$ cat src/rtl/instr_fetch_decode.sv
// Instruction fetch and field decode: requests a word from instruction memory,
// retries on timeout, and holds the decoded fields while the PC is unchanged.
module instr_fetch_decode #(
  parameter int TIMEOUT   = 255,
  parameter int RETRY_MAX = 3
) (
  input  logic        clk,
  input  logic        rst,
  input  logic [31:0] pc_in,
  output logic        imem_req,
  output logic [31:0] imem_addr,
  input  logic        imem_ack,
  input  logic [31:0] imem_data,
  output logic [6:0]  op,
  output logic [4:0]  rd,
  output logic [2:0]  funct3,
  output logic [4:0]  rs1,
  output logic [4:0]  rs2,
  output logic [1:0]  funct2,
  output logic [6:0]  funct7,
  output logic [11:0] imm12,
  output logic [19:0] immhi,
  output logic        instr_valid,
  output logic        illegal_op,
  output logic        fetch_err
);

  localparam int WW = (TIMEOUT < 1) ? 1 : $clog2(TIMEOUT + 1);
  localparam int RW = (RETRY_MAX < 1) ? 1 : $clog2(RETRY_MAX + 1);

  // IDLE doubles as the one-cycle request gap between a timeout and the retry.
  localparam logic [2:0] S_IDLE  = 3'd0;
  localparam logic [2:0] S_FETCH = 3'd1;
  localparam logic [2:0] S_WAIT  = 3'd2;
  localparam logic [2:0] S_HOLD  = 3'd3;
  localparam logic [2:0] S_ERR   = 3'd4;

  logic [2:0]    state_q, state_d;
  logic [31:0]   cur_pc_q, cur_pc_d;
  logic [WW-1:0] wait_cnt_q, wait_cnt_d;
  logic [WW-1:0] wait_cnt_inc;
  logic [RW-1:0] retry_cnt_q, retry_cnt_d;
  logic [31:0]   ir_q, ir_d;
  logic          illegal_q, illegal_d;
  logic          data_legal;

  always_comb begin
    data_legal = 1'b0;
    case (imem_data[6:0])
      7'b0000011, 7'b0010011, 7'b0110011, 7'b0110111: data_legal = 1'b1;
      default:                                        data_legal = 1'b0;
    endcase
  end

  assign wait_cnt_inc = wait_cnt_q + WW'(1);

  always_comb begin
    // NOTE: every variable gets a default here so no path leaves it unassigned,
    // which would otherwise infer a latch.
    state_d     = state_q;
    cur_pc_d    = cur_pc_q;
    wait_cnt_d  = wait_cnt_q;
    retry_cnt_d = retry_cnt_q;
    ir_d        = ir_q;
    illegal_d   = illegal_q;
    case (state_q)
      S_IDLE:  state_d = S_FETCH;
      S_FETCH: begin
        cur_pc_d   = pc_in;
        wait_cnt_d = '0;
        state_d    = S_WAIT;
      end
      S_WAIT: begin
        if (imem_ack) begin
          ir_d        = imem_data;
          illegal_d   = ~data_legal;
          wait_cnt_d  = '0;
          retry_cnt_d = '0;
          state_d     = S_HOLD;
        end else if (wait_cnt_inc == WW'(TIMEOUT)) begin
          wait_cnt_d = '0;
          if (retry_cnt_q == RW'(RETRY_MAX)) begin
            state_d = S_ERR;
          end else begin
            retry_cnt_d = retry_cnt_q + RW'(1);
            state_d     = S_IDLE;
          end
        end else begin
          wait_cnt_d = wait_cnt_inc;
        end
      end
      S_HOLD:  if (pc_in != cur_pc_q) state_d = S_FETCH;
      S_ERR:   state_d = S_ERR;
      default: state_d = S_IDLE;
    endcase
  end

  // NOTE: sequential state uses non-blocking assignments so all flops update
  // together from values sampled before the edge.
  always_ff @(posedge clk or posedge rst) begin
    if (rst) begin
      state_q     <= S_IDLE;
      cur_pc_q    <= '0;
      wait_cnt_q  <= '0;
      retry_cnt_q <= '0;
      ir_q        <= '0;
      illegal_q   <= 1'b0;
    end else begin
      state_q     <= state_d;
      cur_pc_q    <= cur_pc_d;
      wait_cnt_q  <= wait_cnt_d;
      retry_cnt_q <= retry_cnt_d;
      ir_q        <= ir_d;
      illegal_q   <= illegal_d;
    end
  end

  assign imem_req  = (state_q == S_FETCH) || (state_q == S_WAIT);
  assign imem_addr = (state_q == S_FETCH) ? pc_in :
                     (state_q == S_WAIT)  ? cur_pc_q : 32'd0;

  // Valid drops combinationally the moment pc_in moves, so a stale word is never flagged usable.
  assign instr_valid = (state_q == S_HOLD) && (pc_in == cur_pc_q);
  assign illegal_op  = illegal_q;
  assign fetch_err   = (state_q == S_ERR);

  assign op     = (instr_valid && !illegal_q) ? ir_q[6:0] : 7'd0;
  assign rd     = ir_q[11:7];
  assign funct3 = ir_q[14:12];
  assign rs1    = ir_q[19:15];
  assign rs2    = ir_q[24:20];
  assign funct2 = ir_q[26:25];
  assign funct7 = ir_q[31:25];
  assign imm12  = ir_q[31:20];
  assign immhi  = ir_q[31:12];

endmodule

$ cat config.mk
export PLATFORM = sky130hd
export DESIGN_NAME = instr_fetch_decode
export DESIGN_NICKNAME = d
export VERILOG_FILES = /design/src/rtl/instr_fetch_decode.sv
export SDC_FILE = /design/constraint.sdc
export NUM_CORES = 1
export LEC_CHECK = 0
export ABC_AREA = 1
export CAP_MARGIN = 20
export CORE_ASPECT_RATIO = 0.8
export CORE_UTILIZATION = 45
export DETAILED_ROUTE_END_ITERATION = 12
export PLACE_DENSITY = 0.81
export SYNTH_ARGS = -nofsm -noshare
export SYNTH_HDL_FRONTEND = slang
export SYNTH_SLANG_ARGS = --single-unit
$ cat constraint.sdc
create_clock -name clk -period 3 [get_ports clk]
set_input_delay 0.45 -clock clk [delete_from_list [all_inputs] [get_ports clk]]
set_output_delay 0.45 -clock clk [all_outputs]
set_load 0.03 [all_outputs]
==> results.py, run 1 <==
metrics = {
    "worst_setup_path": {
        "critPathLaunchType": "primary input",
        "cp_num_buf_inv": 3,
        "cp.arrival_ns": 2.39,
        "required_ns": 2.55,
        "path_class": "in -> out",
        "worst_path_max_delay_cell": "clkdlybuf4s50_1",
        "crit_top_cell": "nor2_1",
        "worst_setup_path_end_kind": "primary output",
        "worstPathCellList": "clkdlybuf4s50_1 > xnor2_1 > nand2_1 > nor2_1 > nand2_1 > nor2_1 > buf_4 > nand4_2 > nor2_1 > buf_12",
        "cpPeakStageDelay_ns": 0.45,
        "critPathTopFamily": "simple AND/OR/NAND/NOR gates",
        "path_max_fanout": 7,
    },
    "routing": {
        "vias": 4243,
        "routed.top_layer": "met4",
        "drt-met1-wl_um": 4860,
        "ant_nets": 0,
        "routed_wl_um": 11700,
        "dr_wl_met2_um": 5970,
        "drtIter0Drc": 168,
        "dr_wl_met3_um": 626,
        "drc_errors": 0,
        "wire_per_inst_um": 13.4,
        "dr.pass1.iters": 6,
        "via_per_inst": 4.86,
    },
    "logic_synthesis": {
        "yosysMostFrequentCell": "nand2_1",
        "netlist_instances": 624,
        "synth.area.mux_share_pct": 0,
        "synth-compound-area-share_pct": 8.90,
        "netlist.area_leader.share_pct": 42.2,
        "synth-edff-count": 0,
        "synth_top_family_by_area": "simple AND/OR/NAND/NOR gates",
        "ys.flop_type": "dfrtp_1",
        "ys_warn_count": 0,
        "ys_seq_elements": 78,
        "ys_top_cells_by_count": "nand2_1 (216), inv_1 (80), dfrtp_1 (78)",
        "synthAdderAreaFrac_pct": 0.812,
        "seq_area_frac_synth_pct": 42.2,
        "synth_top_cell_by_area": "dfrtp_1",
        "ys_types": 35,
        "synth_area_per_cell_um2": 7.41,
        "synthesis.area_um2": 4620,
        "synthTopCellsByArea": "dfrtp_1 (42%), nand2_1 (18%), buf_4 (9.7%)",
        "syn-num-nets": 694,
        "synthArstFlopShare_pct": 100,
        "synthSimpleGateAreaFrac_pct": 26.7,
        "synth_xor_area_share_pct": 2.46,
    },
    "power": {
        "p_leak_nw": 3.09,
        "power.density_nw_per_um2": 1100,
        "p_total_w": 0.00684,
        "peakVddDrop_mv": 0.537,
    },
    "flow_run": {
        "max_cap_violations": 0,
    },
    "cts": {
        "clock_path_buffers": 2,
        "numCtsBuffers": 9,
        "h-tree-depth": 3,
        "cts_hold_buf": 0,
        "cts.sinks": 78,
        "cts_tree": "built",
        "root_buffer": "clkbuf_16",
        "cts.clk_slew.worst_paths_ns": 0.07,
        "clk_latency_ns": 0.34,
    },
    "placement": {
        "placed_area_um2": 5910,
        "port_buffers": 168,
        "dpl.hpwl_um": 8700,
        "gp_congestion": 0.871,
    },
    "cells_and_area": {
        "fill_cells": 845,
        "drive_gt1_share_pct": 11.8,
        "ff_latch_area_um2": 1950,
        "multi_input_area_um2": 1800,
        "area_delta_synth_final_pct": 33.9,
        "diodes": 0,
        "fin_nets": 802,
        "final_area_um2": 6190,
    },
    "floorplanning": {
        "die_x_um": 115,
        "initial_core_util_pct": 47.1,
        "rows": 32,
        "io-pin-count": 169,
        "core-area_um2": 9810,
        "die-area_um2": 10700,
        "die_y_um": 92.7,
    },
    "sta": {
        "fin_crit_ns": 2.84,
        "clock_skew_ns": 0.0102,
        "finalCritPeriodShare_pct": 94.6,
        "finalHoldViolations": 0,
        "maxSlewHeadroom_pct": 60.6,
        "setup_violations": 0,
        "worst_slew_pin_slew_ns": 0.590,
        "fin_tns_setup_ns": 0,
        "max_freq_mhz": 352,
        "maxSlewViolCount": 0,
        "rsz0062_at_grt": "no",
    },
    "global_route": {
        "grt_pass1_wl_um": 19100,
        "grt_max_degree": 59,
        "overflow": 0,
        "grt_pass1_vias": 4049,
        "antenna_found_initial": 0,
        "grt_usage_pct": 23.0,
    },
    "hold_path": {
        "hold_path.class": "in -> async",
    },
    "outcome": {
        "outcome": "complete, no violations",
    },
}
-- report_power, final --
part | internal (W) | total (W) | switching (W)
sequential | 0.00151 | 0.00185 | 0.000345
clock | 0.000568 | 0.00104 | 0.000472
combinational | 0.00147 | 0.00395 | 0.00248
total | 0.00355 | 0.00684 | 0.00329
-- repair_timing --
action,CTS,global route
endpoints found under the setup margin,0,1
setup buffers,0,0
resized for setup,0,1
-- worst register-to-register path, stage by stage (launching register included) --
cell and delay [ns]:
dfrtp_1 0.43, inv_1 0.08, nor2_1 0.05, nand2_1 0.10, buf_4 0.45, nand2_1 0.23, inv_1 0.29, nand2_1 0.13
nand2_1 0.10
-- layout make-up --
type	instances	share of cell area (%)
timing repair buffer	175	27.0
inverter	84	5.15
clock inverter	7	0.869
multi-input combinational	384	29.0
clock buffer	9	3.64
sequential	78	31.5
tap	136	2.75
-- worst paths after layout --
path,startpoint,to,slack (ns),depth (start not counted)
worst max-delay path,pc_in[2],op[6],0.16,10
worst min-delay path,rst,ir_q[15],0.48,2
worst max register to register,state_q[0],wait_cnt_q[6],1.07,8
worst min register to register,ir_q[10],ir_q[10],0.48,2
max in group asynchronous,rst,cur_pc_q[26],1.80,3
min in group clk,ir_q[10],ir_q[10],0.48,2
-- cells by family after synthesis --
| kind of cell | after synthesis |
|---|---|
| AND/OR/NAND/NOR | 290 |
| flip-flops | 78 |
| buffers and inverters | 162 |
| XOR/XNOR | 13 |
| AO/OA/AOI/OAI | 78 |
| adder cells (fa/ha/maj) | 3 |
-- flip-flops by register name, summed over array words and instances (netlist names) --
| register | count |
|---|---|
| illegal_op | 1 |
| state_q | 3 |
| wait_cnt_q | 8 |
| ir_q | 32 |
| cur_pc_q | 32 |
| retry_cnt_q | 2 |
-- placed cells by master, fill, tap and decap left out, drive strengths merged, types with 4 or more instances in the layout --
cell           count
nor2              34
nand3             11
nand2            223
clkbuf             9
nand4             13
clkdlybuf4s50    127
inv               86
xnor2             12
o22ai             12
nor3               4
o21ai             61
dfrtp             78
buf               47
-- layer usage --
metal | global-route usage [%] | up-vias
met4 | 9.63 | 0
met1 | 29.0 | 1983
met3 | 5.37 | 23
li1 | - | 2090
met5 | 0 | -
met2 | 37.9 | 147
-- through the flow --
step / std cells / worst slack (ns) / hold slack (ns) / utilization, %
floorplan: 624 / 0.555 / 0.443 / -
global placement: 857 / 0.153 / 0.455 / 60.2
detailed placement: 857 / 0.119 / 0.467 / 60.2
CTS: 873 / 0.0942 / 0.483 / 63.1
global route: 873 / 0.0386 / 0.497 / 63.1
finish: 873 / 0.162 / 0.478 / 63.1
No activity file was read; power rests on OpenSTA's default activity.
==> run 2, diff against run 1 <==
--- a/config.mk
+++ b/config.mk
@@ -9,6 +9,7 @@
 export CAP_MARGIN = 20
 export CORE_ASPECT_RATIO = 0.8
 export CORE_UTILIZATION = 45
+export CTS_CLUSTER_DIAMETER = 60
 export DETAILED_ROUTE_END_ITERATION = 12
 export PLACE_DENSITY = 0.81
 export SYNTH_ARGS = -nofsm -noshare
==> results of run 2 <==
The final DEF is identical to that of run 1; final timing and power are the same.
